### src/rtl/efpga_accel_bridge.sv
// efpga_accel_bridge
// Memory-mapped slave on the core data bus that hands N operands to the eFPGA
// fabric and runs a start/done handshake with it. A programmable watchdog can
// abort a run. Up to M results are captured, along with the run latency, and
// a level interrupt is raised on completion or timeout.
//
// Ports
//   clk_i, rst_ni           clock, synchronous active-low reset
//   data_req_i .. data_err_o  zero-wait bus slave; response one cycle after grant
//   efpga_operand_o         operand registers, operand i at [32i+31:32i]
//   efpga_start_o           one-cycle start pulse to the fabric
//   efpga_done_i            fabric completion, only looked at while running
//   efpga_result_i          fabric results, result j at [32j+31:32j]
//   irq_o                   IRQ_EN & (DONE | TIMEOUT)
//
// Register map (byte offsets)
//   0x000 CTRL    W   bit0 START, bit1 IRQ_EN (reads back), bit2 CLR
//   0x004 STATUS  RO  bit0 BUSY, bit1 DONE, bit2 TIMEOUT
//   0x008 TIMEOUT RW  watchdog limit, 0 = disabled
//   0x00C CYCLES  RO  latency of the last finished run
//   0x040+4i OPERAND[i] RW, 0x080+4j RESULT[j] RO
//
// state | meaning
// IDLE  | waiting for a START write; operand/limit writes accepted
// RUN   | start issued, counting cycles until done or watchdog expiry

module efpga_accel_bridge #(
    parameter int NUM_OPS   = 2,
    parameter int NUM_RES   = 3,
    parameter int TIMEOUT_W = 16,
    parameter int ADDR_W    = 12
) (
    input  logic                   clk_i,
    input  logic                   rst_ni,
    input  logic                   data_req_i,
    input  logic                   data_we_i,
    input  logic [3:0]             data_be_i,
    input  logic [ADDR_W-1:0]      data_addr_i,
    input  logic [31:0]            data_wdata_i,
    output logic                   data_gnt_o,
    output logic                   data_rvalid_o,
    output logic [31:0]            data_rdata_o,
    output logic                   data_err_o,
    output logic [NUM_OPS*32-1:0]  efpga_operand_o,
    output logic                   efpga_start_o,
    input  logic                   efpga_done_i,
    input  logic [NUM_RES*32-1:0]  efpga_result_i,
    output logic                   irq_o
);

    localparam logic [0:0] S_IDLE = 1'b0;
    localparam logic [0:0] S_RUN  = 1'b1;

    logic [0:0]           state;
    logic [TIMEOUT_W-1:0] cnt;
    logic [TIMEOUT_W-1:0] cnt_inc;
    logic [TIMEOUT_W-1:0] limit;
    logic [TIMEOUT_W-1:0] cycles;
    logic [31:0]          operand [NUM_OPS];
    logic [31:0]          result  [NUM_RES];
    logic                 irq_en;
    logic                 done_flag;
    logic                 to_flag;
    logic                 start_pulse;
    logic                 busy;

    logic [ADDR_W-3:0]    word;
    logic [ADDR_W-7:0]    region;
    logic [3:0]           idx;
    logic                 sel_ctrl, sel_status, sel_limit, sel_cycles;
    logic                 in_ops, in_res;
    logic                 mapped;
    logic [31:0]          rd_val;
    logic [NUM_OPS-1:0]   op_sel;
    logic [31:0]          be_mask;
    logic [31:0]          limit_word;
    logic [31:0]          limit_new;
    logic                 wr;
    logic                 wr_idle;
    logic                 start_req;
    logic                 clr_req;
    logic                 unused_bits;

    assign busy        = (state == S_RUN);
    assign word        = data_addr_i[ADDR_W-1:2];
    assign region      = data_addr_i[ADDR_W-1:6];
    assign idx         = data_addr_i[5:2];
    assign sel_ctrl    = (word == (ADDR_W-2)'(0));
    assign sel_status  = (word == (ADDR_W-2)'(1));
    assign sel_limit   = (word == (ADDR_W-2)'(2));
    assign sel_cycles  = (word == (ADDR_W-2)'(3));
    assign in_ops      = (region == (ADDR_W-6)'(1));
    assign in_res      = (region == (ADDR_W-6)'(2));

    assign wr          = data_req_i & data_we_i;
    assign wr_idle     = wr & ~busy;
    assign start_req   = wr & sel_ctrl & data_wdata_i[0];
    assign clr_req     = wr & sel_ctrl & data_wdata_i[2];

    assign be_mask     = {{8{data_be_i[3]}}, {8{data_be_i[2]}},
                          {8{data_be_i[1]}}, {8{data_be_i[0]}}};

    // Counter saturates rather than wrapping so CYCLES never reads back small
    // after a very long unwatched run.
    assign cnt_inc     = (cnt == '1) ? cnt : cnt + TIMEOUT_W'(1);

    always_comb begin
        limit_word = '0;
        limit_word[TIMEOUT_W-1:0] = limit;
        limit_new  = (limit_word & ~be_mask) | (data_wdata_i & be_mask);
    end

    always_comb begin
        rd_val = '0;
        mapped = 1'b0;
        op_sel = '0;
        if (sel_ctrl) begin
            mapped    = 1'b1;
            rd_val[1] = irq_en;
        end
        if (sel_status) begin
            mapped      = 1'b1;
            rd_val[2:0] = {to_flag, done_flag, busy};
        end
        if (sel_limit) begin
            mapped = 1'b1;
            rd_val[TIMEOUT_W-1:0] = limit;
        end
        if (sel_cycles) begin
            mapped = 1'b1;
            rd_val[TIMEOUT_W-1:0] = cycles;
        end
        for (int i = 0; i < NUM_OPS; i++) begin
            if (in_ops && idx == 4'(i)) begin
                mapped    = 1'b1;
                rd_val    = operand[i];
                op_sel[i] = 1'b1;
            end
        end
        for (int j = 0; j < NUM_RES; j++) begin
            if (in_res && idx == 4'(j)) begin
                mapped = 1'b1;
                rd_val = result[j];
            end
        end
    end

    // Bus response: every granted request answers exactly one cycle later.
    always_ff @(posedge clk_i) begin
        if (!rst_ni) begin
            data_rvalid_o <= 1'b0;
            data_rdata_o  <= '0;
            data_err_o    <= 1'b0;
        end else begin
            data_rvalid_o <= data_req_i;
            data_rdata_o  <= (data_req_i && !data_we_i) ? rd_val : '0;
            data_err_o    <= data_req_i & ~mapped;
        end
    end

    always_ff @(posedge clk_i) begin
        if (!rst_ni) begin
            state       <= S_IDLE;
            cnt         <= '0;
            limit       <= '0;
            cycles      <= '0;
            irq_en      <= 1'b0;
            done_flag   <= 1'b0;
            to_flag     <= 1'b0;
            start_pulse <= 1'b0;
            for (int i = 0; i < NUM_OPS; i++) operand[i] <= '0;
            for (int j = 0; j < NUM_RES; j++) result[j]  <= '0;
        end else begin
            start_pulse <= 1'b0;
            if (wr && sel_ctrl) irq_en <= data_wdata_i[1];
            // Clear first so a flag raised in this same cycle below survives.
            if (clr_req) begin
                done_flag <= 1'b0;
                to_flag   <= 1'b0;
            end
            if (wr_idle && sel_limit) limit <= limit_new[TIMEOUT_W-1:0];
            for (int i = 0; i < NUM_OPS; i++) begin
                if (wr_idle && op_sel[i])
                    operand[i] <= (operand[i] & ~be_mask) | (data_wdata_i & be_mask);
            end
            case (state)
                S_IDLE: begin
                    if (start_req) begin
                        state       <= S_RUN;
                        cnt         <= '0;
                        start_pulse <= 1'b1;
                    end
                end
                S_RUN: begin
                    cnt <= cnt_inc;
                    if (efpga_done_i) begin
                        for (int j = 0; j < NUM_RES; j++)
                            result[j] <= efpga_result_i[32*j +: 32];
                        done_flag <= 1'b1;
                        cycles    <= cnt_inc;
                        state     <= S_IDLE;
                    end else if (limit != '0 && cnt_inc == limit) begin
                        to_flag <= 1'b1;
                        cycles  <= limit;
                        state   <= S_IDLE;
                    end
                end
                default: state <= S_IDLE;
            endcase
        end
    end

    for (genvar g = 0; g < NUM_OPS; g++) begin : g_op
        assign efpga_operand_o[32*g +: 32] = operand[g];
    end

    assign data_gnt_o    = data_req_i;
    assign efpga_start_o = start_pulse;
    assign irq_o         = irq_en & (done_flag | to_flag);

    assign unused_bits   = ^{data_addr_i[1:0], limit_new};

endmodule

### config.mk
export PLATFORM = sky130hd
export DESIGN_NAME = efpga_accel_bridge
export DESIGN_NICKNAME = d
export VERILOG_FILES = /design/src/rtl/efpga_accel_bridge.sv
export SDC_FILE = /design/constraint.sdc
export NUM_CORES = 1
export LEC_CHECK = 0
export BUFFER_PORTS_ARGS = -buffer_cell sky130_fd_sc_hd__buf_2
export CORE_ASPECT_RATIO = 0.8
export CORE_MARGIN = 3
export CORE_UTILIZATION = 30
export CTS_CLUSTER_SIZE = 12
export DETAILED_ROUTE_END_ITERATION = 8
export PLACE_DENSITY = 0.61
export SYNTH_ARGS = -nofsm -noshare
export SYNTH_HDL_FRONTEND = slang
export SYNTH_SLANG_ARGS = --single-unit
### constraint.sdc
create_clock -name clk_i -period 9.91 [get_ports clk_i]
set_input_delay 1.982 -clock clk_i [delete_from_list [all_inputs] [get_ports clk_i]]
set_output_delay 1.982 -clock clk_i [all_outputs]
set_load 0.1 [all_outputs]
# ---- After elaboration in Yosys (flattened, before gate mapping)
# Memories as Yosys holds them, arrays and structs flattened.
# Index checks and enable logic that the tools add are counted.
dict set report word_totals {
  regBits 87
  mem_bits_rw 160
  in_bits 149
  out_inout_bits 101
  n_memories 2
}
dict set report classes {
  addsub 1
  n_eq_ne 10
  n_mux 52
  n_bitwise 24
  n_reduce_logical 19
}
# name words word_bits read_ports rd_ports_with_merged_regs write_ports line
set mem_list {}
lappend mem_list {result 3 32 3 0 3 60} ;# logic [31:0] result [NUM_RES];
lappend mem_list {operand 2 32 2 0 2 59} ;# logic [31:0] operand [NUM_OPS];
# cell n
set ops {}
lappend ops {{two-way mux 32 bit} 10}
lappend ops {{AND 32 bit} 3}
lappend ops {{two-way mux 16 bit} 6}
lappend ops {{bitwise OR 32 bit} 2}
lappend ops {{two-way mux 1 bit} 33}
lappend ops {{NOT 32 bit} 1}
lappend ops {{one-hot mux 16 bit (2 select lines)} 1}
lappend ops {{equality test 10 x 2 -> 1 bit (second input constant)} 2}
lappend ops {{adder 16 x 1 -> 16 bit (second input constant)} 1}
lappend ops {{AND 16 bit} 1}
lappend ops {{equality test 16 bit} 1}
lappend ops {{equality test 16 bit (second input constant)} 1}
lappend ops {{bitwise OR 16 bit} 1}
lappend ops {{nonzero test 16 bit} 1}
lappend ops {{logical AND 1 bit} 11}
lappend ops {{equality test 10 x 1 -> 1 bit (second input constant)} 1}
lappend ops {{logical NOT 10 bit} 1}
lappend ops {{AND 1 bit} 7}
lappend ops {{equality test 6 x 1 -> 1 bit (second input constant)} 1}
lappend ops {{equality test 6 x 2 -> 1 bit (second input constant)} 1}
lappend ops {{bitwise OR 1 bit} 6}
lappend ops {{equality test 4 x 1 -> 1 bit (second input constant)} 1}
lappend ops {{equality test 4 x 2 -> 1 bit (second input constant)} 1}
lappend ops {{logical NOT 4 bit} 1}
lappend ops {{other kinds (8)} 11}

# ---- Logic depth before layout (Yosys ltp)
# Gate-level depths: netlist (run 1).
dict set report depth {
  ltp_word 12
  depth_mapped 13
  ltp_nobuf 9
}

# ---- Worst setup path before layout (run 1)
# OpenSTA, ideal clock, no wires.
dict set report synth_timing {
  path_type {input-to-reg}
  from {in data_addr_i[9]}
  to {mem operand[1][0], in the netlist operand[0][32] (enable)}
  setup_ps 466
  arrival_time_ps 5665
  required_time_ps 9444
  slack_ps 3779
  path_stages 5
  path_buffers 1
  path_cell_list {or4_1 -> nor3b_1 -> nand3_1 -> clkbuf_1 -> o21ai_0}
}
# element line
set synth_lines {}
lappend synth_lines {{start: declaration} 38} ;# input logic [ADDR_W-1:0] data_addr_i,
lappend synth_lines {{end: declaration} 59}

# ---- Worst setup path in the final report (run 1)
dict set report layout_timing {
  from {in data_addr_i[9]}
  to {reg data_rdata_o[14]}
}
dict set report layout_between {
  elab_chain_len 8
}
# element line
set layout_rtl {}
lappend layout_rtl {{equality test 10 x 2 -> 1 bit} 90} ;# assign sel_limit = (word == (ADDR_W-2)'(2));
lappend layout_rtl {{two-way mux 16 bit} 125} ;# if (sel_limit) begin
lappend layout_rtl {{two-way mux 16 bit} 129} ;# if (sel_cycles) begin
lappend layout_rtl {{two-way mux 32 bit (2 in series)} 134} ;# if (in_ops && idx == 4'(i)) begin
lappend layout_rtl {{two-way mux 32 bit (2 in series)} 141} ;# if (in_res && idx == 4'(j)) begin
lappend layout_rtl {{two-way mux 32 bit *} 141}
lappend layout_rtl {{end signal: assignment} 156} ;# data_rdata_o <= (data_req_i && !data_we_i) ? rd_val : '0;
lappend layout_rtl {{end: declaration} 42} ;# output logic [31:0] data_rdata_o,
# Every way passes the cells marked *; elsewhere a longest branch is shown, timed or not.
# A chain may end at the register's enable or synchronous reset.

==> metrics.csv, run 1 <==
metric,value,unit
drive_gt1_frac,0.2511,
swShare,0.2489,
grt_usage,0.1813,
pwr-share-comb,0.076,
vdd_ir_drop_max,119.1,µV
die_y,182.1,µm
postRouteAntennaNets,0,
cts.path.max_buffers,3,
cts_hold_buf,0,
clk_latency,560,ps
ys_ff_latch,247,
ctsResizeCount,0,
worst_r2r_path_depth,10,
synth_enable_flop_cells,160,
grt-ovfl-total,0,
async_flop_share,0,
cts.clk_slew.worst_paths,60,ps
clock_power_share,0.428,
fp.dieArea,0.04116,mm²
cts_tree,done,
worstSetupStartpointType,input port,
setup_viol,0,
finClkSkew,8.473,ps
via_per_inst,5.311,
holdPathStages,2,
final_area,0.01409,mm²
worst_pin_slew,1103,ps
area_growth_syn_to_layout,21.23,%
post-route-period-util,0.4767,
numPortBuffers,247,
p_leak,0.005409,µW
crit_fanout,13,
ys.flop_type,edfxtp_1,
synth.avg_cell_area,10.63,µm²
p_seq_frac,0.496,
pin_count,250,
hpwl,27.93,mm
crit_required,10360,ps
holdCritPathClass,reg -> reg,
placed_cells,1755,
powerDensity,161.4,mW/mm²
cts_buffers,27,
nNetsFinal,1447,
worst_hold_slack,462.2,ps
antenna_found_initial,8,
num_rows,63,
arrival,5170,ps
worst-setup-path-type,in -> reg,
rsz0062_at_grt,no,
final.setup.tns,0,ps
outcome,"finished, final reports clean",
wl_met1,17.92,mm
power.switching,566.2,µW
final-max-slew-violation-count,0,
final_core_util,0.3748,
core,0.03760,mm²
intPower,1709,µW
netlist_area,0.01162,mm²
place.gp.congestion,0.8789,
drcViolationCount,0,
via_count,9613,
placed_area,0.01324,mm²
max_slew_margin,0.2617,
cts_max_level,1,
post-cts-setup-buffer-count,0,
cap_violations,0,
finalHoldViolations,0,
cts.sinks,247,
fmax,0.2117,GHz
grt_first_pass_wirelength,57.28,mm
routed-wl-met2,16.62,mm
period_minus_slack,4724,ps
dr.pass1.iters,5,
seq_area_frac_synth,0.5631,
nFillCells,3738,
synth_cell_types,64,
cp-end-kind,flip-flop,
syn_nets,1244,
drt-initial-drc-count,909,
routed.top_layer,met5,
initial_core_util,0.3092,
grt_max_degree,80,
yosysWarnings,0,
drt_wl_total,39.06,mm
grt_pass1_vias,9178,
instances_no_fill,1810,
fp.dieW,226.1,µm
root_buffer,clkbuf_16,
dr_wl_met3,3.514,mm
wl_per_cell,21.58,µm
netlist_instances,1094,
per-layer routing:
| layer | track usage | vias to the layer above |
|---|---|---|
| li1 | - | 4435 |
| met1 | 0.2681 | 4720 |
| met2 | 0.2640 | 394 |
| met3 | 0.04728 | 58 |
| met4 | 0.04317 | 6 |
| met5 | 0 | - |
power by group through the flow:
stage | Clock (µW) | Sequential (µW) | Combinational, µW
2_1_floorplan | 0 | 1220 | 40.0
3_3_place_gp | 0 | 1150 | 173
3_5_place_dp | 0 | 1150 | 174
4_1_cts | 995 | 1130 | 175
5_1_grt | 1030 | 1130 | 183
6_report | 973 | 1130 | 174
registers in the layout, summed over array words and instances, names as in the netlist, 16 cells and up, named ones only:
signal / flops
result: 96
cycles: 16
cnt: 16
data_rdata_o: 32
operand: 64
path summary, 6_finish.rpt:
check	startpoint	to	slack (ps)
setup / recovery	data_addr_i[9]	data_rdata_o[14]$_SDFF_PN0_	5190
hold / removal	cycles[0]$_SDFFE_PN0P_	cycles[0]$_SDFFE_PN0P_	460
setup reg to reg	cnt[0]$_SDFFE_PN0P_	cycles[3]$_SDFFE_PN0P_	6430
hold reg to reg	cycles[0]$_SDFFE_PN0P_	cycles[0]$_SDFFE_PN0P_	460
Yosys cell counts, types with 5 or more instances:
cell / number / area [µm²]
edfxtp_1: 160 / 4805
a21oi_1: 131 / 655.6
nand2_1: 108 / 405.4
and2_1: 101 / 631.9
dfxtp_1: 87 / 1742
nand2b_1: 72 / 450.4
clkbuf_1: 69 / 259.0
a22oi_1: 38 / 285.3
nand3_1: 32 / 160.2
nor2_1: 30 / 112.6
nor3_1: 29 / 145.1
mux2i_1: 25 / 250.2
a222oi_1: 18 / 180.2
a211oi_1: 16 / 120.1
o22ai_1: 14 / 87.58
o221ai_1: 13 / 113.9
mux2_2: 12 / 135.1
xor2_1: 12 / 105.1
o21ai_0: 8 / 40.04
xnor2_1: 8 / 70.07
nor4_1: 7 / 43.79
inv_1: 6 / 22.52
nand4_1: 6 / 37.54
nor2b_1: 6 / 37.54
o211ai_1: 6 / 45.04
and3_1: 5 / 31.28
area by class of cell:
cell class | count | area [µm²] | share of cell area
inverters | 7 | 26.28 | 0.001865
multi-input cells | 753 | 4715 | 0.3345
well taps | 487 | 609.3 | 0.04324
clock inverters | 11 | 91.34 | 0.006481
diodes | 5 | 12.51 | 0.0008879
flip-flops and latches | 247 | 6546 | 0.4645
repair buffers | 261 | 1341 | 0.09518
clock buffers | 39 | 750.7 | 0.05327
cells in the final DEF (no fill, tap or decap), drive strengths merged, types with 25 or more instances in the layout:
cell type,instances
buf,261
edfxtp,160
a21oi,131
nand2,108
and2,101
dfxtp,87
nand2b,72
clkbuf,39
a22oi,38
nand3,34
nor2,30
nor3,30
mux2i,25
cell families (layout without fill, tap and decap cells):
logic type,count (synthesis),count (layout),synth area share
other,0,5,0
and+or+nand+nor,426,426,0.2016
AOI/OAI and AO/OA,268,268,0.1489
adders and majority gates,1,1,0.001076
buffers and inverters,94,318,0.03616
muxes,38,38,0.03412
DFF,247,247,0.5631
xor gates and xnor gates,20,20,0.01507
metrics by stage:
| stage | total power, µW | setup WS, ps |
|---|---|---|
| 2_1_floorplan | 1261 | 3779 |
| 3_3_place_gp | 1323 | 4668 |
| 3_5_place_dp | 1324 | 4638 |
| 4_1_cts | 2298 | 5221 |
| 5_1_grt | 2348 | 4871 |
| 6_report | 2275 | 5186 |
worst max-delay path: stages:
cell and delay, ps:
buf_2 90, or4_1 640, nor3_1 260, nand2_1 240
nor2_1 880, a22oi_1 140, a21oi_1 540, a211oi_1 110
nor3_1 270
(Power assumes the default switching activity.)
==> inputs of run 2 (changes only) <==
Settings changed: PLACE_DENSITY 0.61 to 0.63.
Clock period 9.91 ns to 4 ns, I/O delays scaled along.
==> run 2 against run 1 <==
Flip-flop and latch count unchanged; combinational power increased to 2.5 times the previous value; wire length up 1.8%; first-iteration DRC count grew 5.8%; register-to-register slack worse by 5700 ps; via count up 1.5%; non-clock buffer count is 31 higher; die area is the same; core utilization is 0.78 points higher; critical path depth increased by 2; global-route usage rose by 0.33 points; sequential power increased by 150%.
==> metrics.csv, run 2 (synthesis gave the netlist of run 1 again) <==
metric,value,unit,change
worst-setup-path-type,reg -> reg,,
final.setup.tns,0,ps,unchanged
initial_core_util,0.3092,,unchanged
cp_num_buf_inv,2,,+1
cts.sinks,247,,unchanged
final_common_cell,buf_2,,
period_minus_slack,3310,ps,
crit_fanout,16,,+3
nFillCells,3701,,-0.99%
placed_area,0.01352,mm²,+2.1%
numPortBuffers,247,,unchanged
via_per_inst,5.307,,about the same
antenna_found_initial,10,,+2
place.gp.congestion,0.9234,,+5.1%
dr.pass1.iters,5,,unchanged
worstSetupStartpointType,flip-flop,,
p_leak,0.005592,µW,+3.4%
pwr-share-comb,0.077,,about the same
post-route-period-util,0.8274,,
critPathMostFrequentCell,buf_4,,
post-route-worst-setup-slack,690.3,ps,-4496 ps
area_growth_syn_to_layout,23.75,%,
swShare,0.2517,,+0.002825
final-max-slew-violation-count,0,,unchanged
cpPeakStageDelay,590,ps,-290 ps
max_slew_margin,0.3472,,+0.08552
cts_max_level,1,,unchanged
worst_pin_slew,979.2,ps,-124.2 ps
setup_viol,0,,unchanged
cp-end-kind,flip-flop,,
cts_hold_buf,0,,unchanged
multi_input_area,0.004715,mm²,unchanged
postRouteAntennaNets,0,,unchanged
cap_violations,0,,unchanged
crit_path_top_delay_cell,nor4_2,,
fp.dieW,226.1,µm,unchanged
num_rows,63,,unchanged
instances_no_fill,1838,,+1.5%
grt_usage,0.1847,,+0.003348
nNetsFinal,1478,,+2.1%
mostFrequentLayoutCells,"247 x buf_2, 160 x edfxtp_1, 130 x a21oi_1",,
drive_gt1_frac,0.2706,,+0.01943
crit_required,4480,ps,-5880 ps
root_buffer,clkbuf_16,,
drt_wl_total,39.76,mm,+1.8%
core,0.03760,mm²,unchanged
reg.largest.list,"result (96), operand (64), data_rdata_o (32)",,
post-cts-setup-buffer-count,0,,unchanged
rsz0062_at_grt,no,,
dp_slack,626.4,ps,-4012 ps
clk_latency,560,ps,about the same
arrival,3790,ps,-1380 ps
crit_chain,"ha_1, buf_4, nand4_4, nor4_2, nor2_1, mux2_1, o2111ai_1, and4bb_1, a21boi_2, buf_4, mux2i_1",,
top_usage_layer,met1,,
grt_first_pass_wirelength,58.10,mm,+1.4%
holdCritPathClass,reg -> reg,,
p_seq_frac,0.492,,-0.004
ctsResizeCount,0,,unchanged
outcome,"finished, final reports clean",,
grtUsageMet1,0.2812,,+0.01311
largest_register_ff_count,96,,unchanged
placed_cells,1786,,+1.8%
cts_tree,done,,
grt-ovfl-total,0,,unchanged
via_count,9754,,+1.5%
cts.path.max_buffers,3,,unchanged
power.switching,1431,µW,+150%
clock_power_share,0.431,,+0.003
drcViolationCount,0,,unchanged
fmax,0.3021,GHz,
top_register,result,,
fp.dieArea,0.04116,mm²,unchanged
die_y,182.1,µm,unchanged
path_delay_family,simple AND/OR/NAND/NOR gates,,
final_area,0.01439,mm²,+2.1%
pin_count,250,,unchanged
vdd_ir_drop_max,301.2,µV,+150%
grt_max_degree,65,,-19%
total_power,5686,µW,+150%
gr-usage-met2,0.2646,,+0.0006094
wl_per_cell,21.63,µm,+0.25%
grtUsageMet3,0.04181,,-0.005468
finalHoldViolations,0,,unchanged
grt_pass1_vias,9165,,-0.14%
cts_buffers,27,,unchanged
intPower,4255,µW,+150%
hpwl,28.70,mm,+2.8%
drt-initial-drc-count,962,,+5.8%
ff_latch_area,0.006546,mm²,unchanged
cts.clk_slew.worst_paths,70,ps,about the same
finClkSkew,7.084,ps,-1.390 ps
powerDensity,395.3,mW/mm²,+140%
==> run 2: changes by cell type in the layout (fill, tap and decap cells not counted), sizes merged <==
cell / previous run / this run
buf: 261 / 292
clkbuf: 39 / 42
clkinv: 10 / 7
diode: 5 / 2
bufinv: 1 / 0
clkinvlp: 0 / 1
==> run 2: power groups by stage <==
stage	combinational (µW)	clock [µW]	sequential, µW
global route	461	2610	2800
detailed placement	440	0	2850
finish	440	2450	2790
global placement	439	0	2850
CTS	441	2500	2790
floorplan	99.8	0	3020
==> run 2: per-stage QoR <==
stage | utilization | hold slack (ps)
3_3_place_gp | 0.3596 | 443.3
3_5_place_dp | 0.3596 | 457.1
2_1_floorplan | - | 434.6
5_1_grt | 0.3826 | 489.5
6_report | 0.3826 | 459.9
4_1_cts | 0.3825 | 466.4
==> run 2: cell type report <==
class | instances | area share
multi-input combinational | 753 | 0.3277
clock buffer | 42 | 0.05584
inverter | 7 | 0.001826
timing repair buffer | 292 | 0.1129
clock inverter | 8 | 0.004001
sequential | 247 | 0.4550
tap | 487 | 0.04236
antenna | 2 | 0.0003479
==> run 2: final timing paths <==
check / cells past startpoint / endpoint / slack (ps) / start
worst max register to register: 11 / cycles[14]$_SDFFE_PN0P_ / 690 / cnt[1]$_SDFFE_PN0P_
worst min register to register: 2 / cycles[15]$_SDFFE_PN0P_ / 460 / cycles[15]$_SDFFE_PN0P_
worst min-delay path: 2 / cycles[15]$_SDFFE_PN0P_ / 460 / cycles[15]$_SDFFE_PN0P_
worst max-delay path: 11 / cycles[14]$_SDFFE_PN0P_ / 690 / cnt[1]$_SDFFE_PN0P_
==> run 2: per-layer routing <==
layer / wire length [µm] / share of wire / vias to the layer above
met4: 1023 / 0.026 / 10
met3: 3685 / 0.093 / 57
met1: 18590 / 0.47 / 4715
li1: - / - / 4506
met2: 16410 / 0.41 / 466
met5: 56 / 0.0014 / -
==> run 2: worst reg2reg max path: stages, from the launching register on <==
cell       delay [ps]
dfxtp_1           440
ha_1              190
buf_4             190
nand4_4           180
nor4_2            590
nor2_1            220
mux2_1            350
o2111ai_1         100
and4bb_1          250
a21boi_2          140
buf_4             330
mux2i_1           250
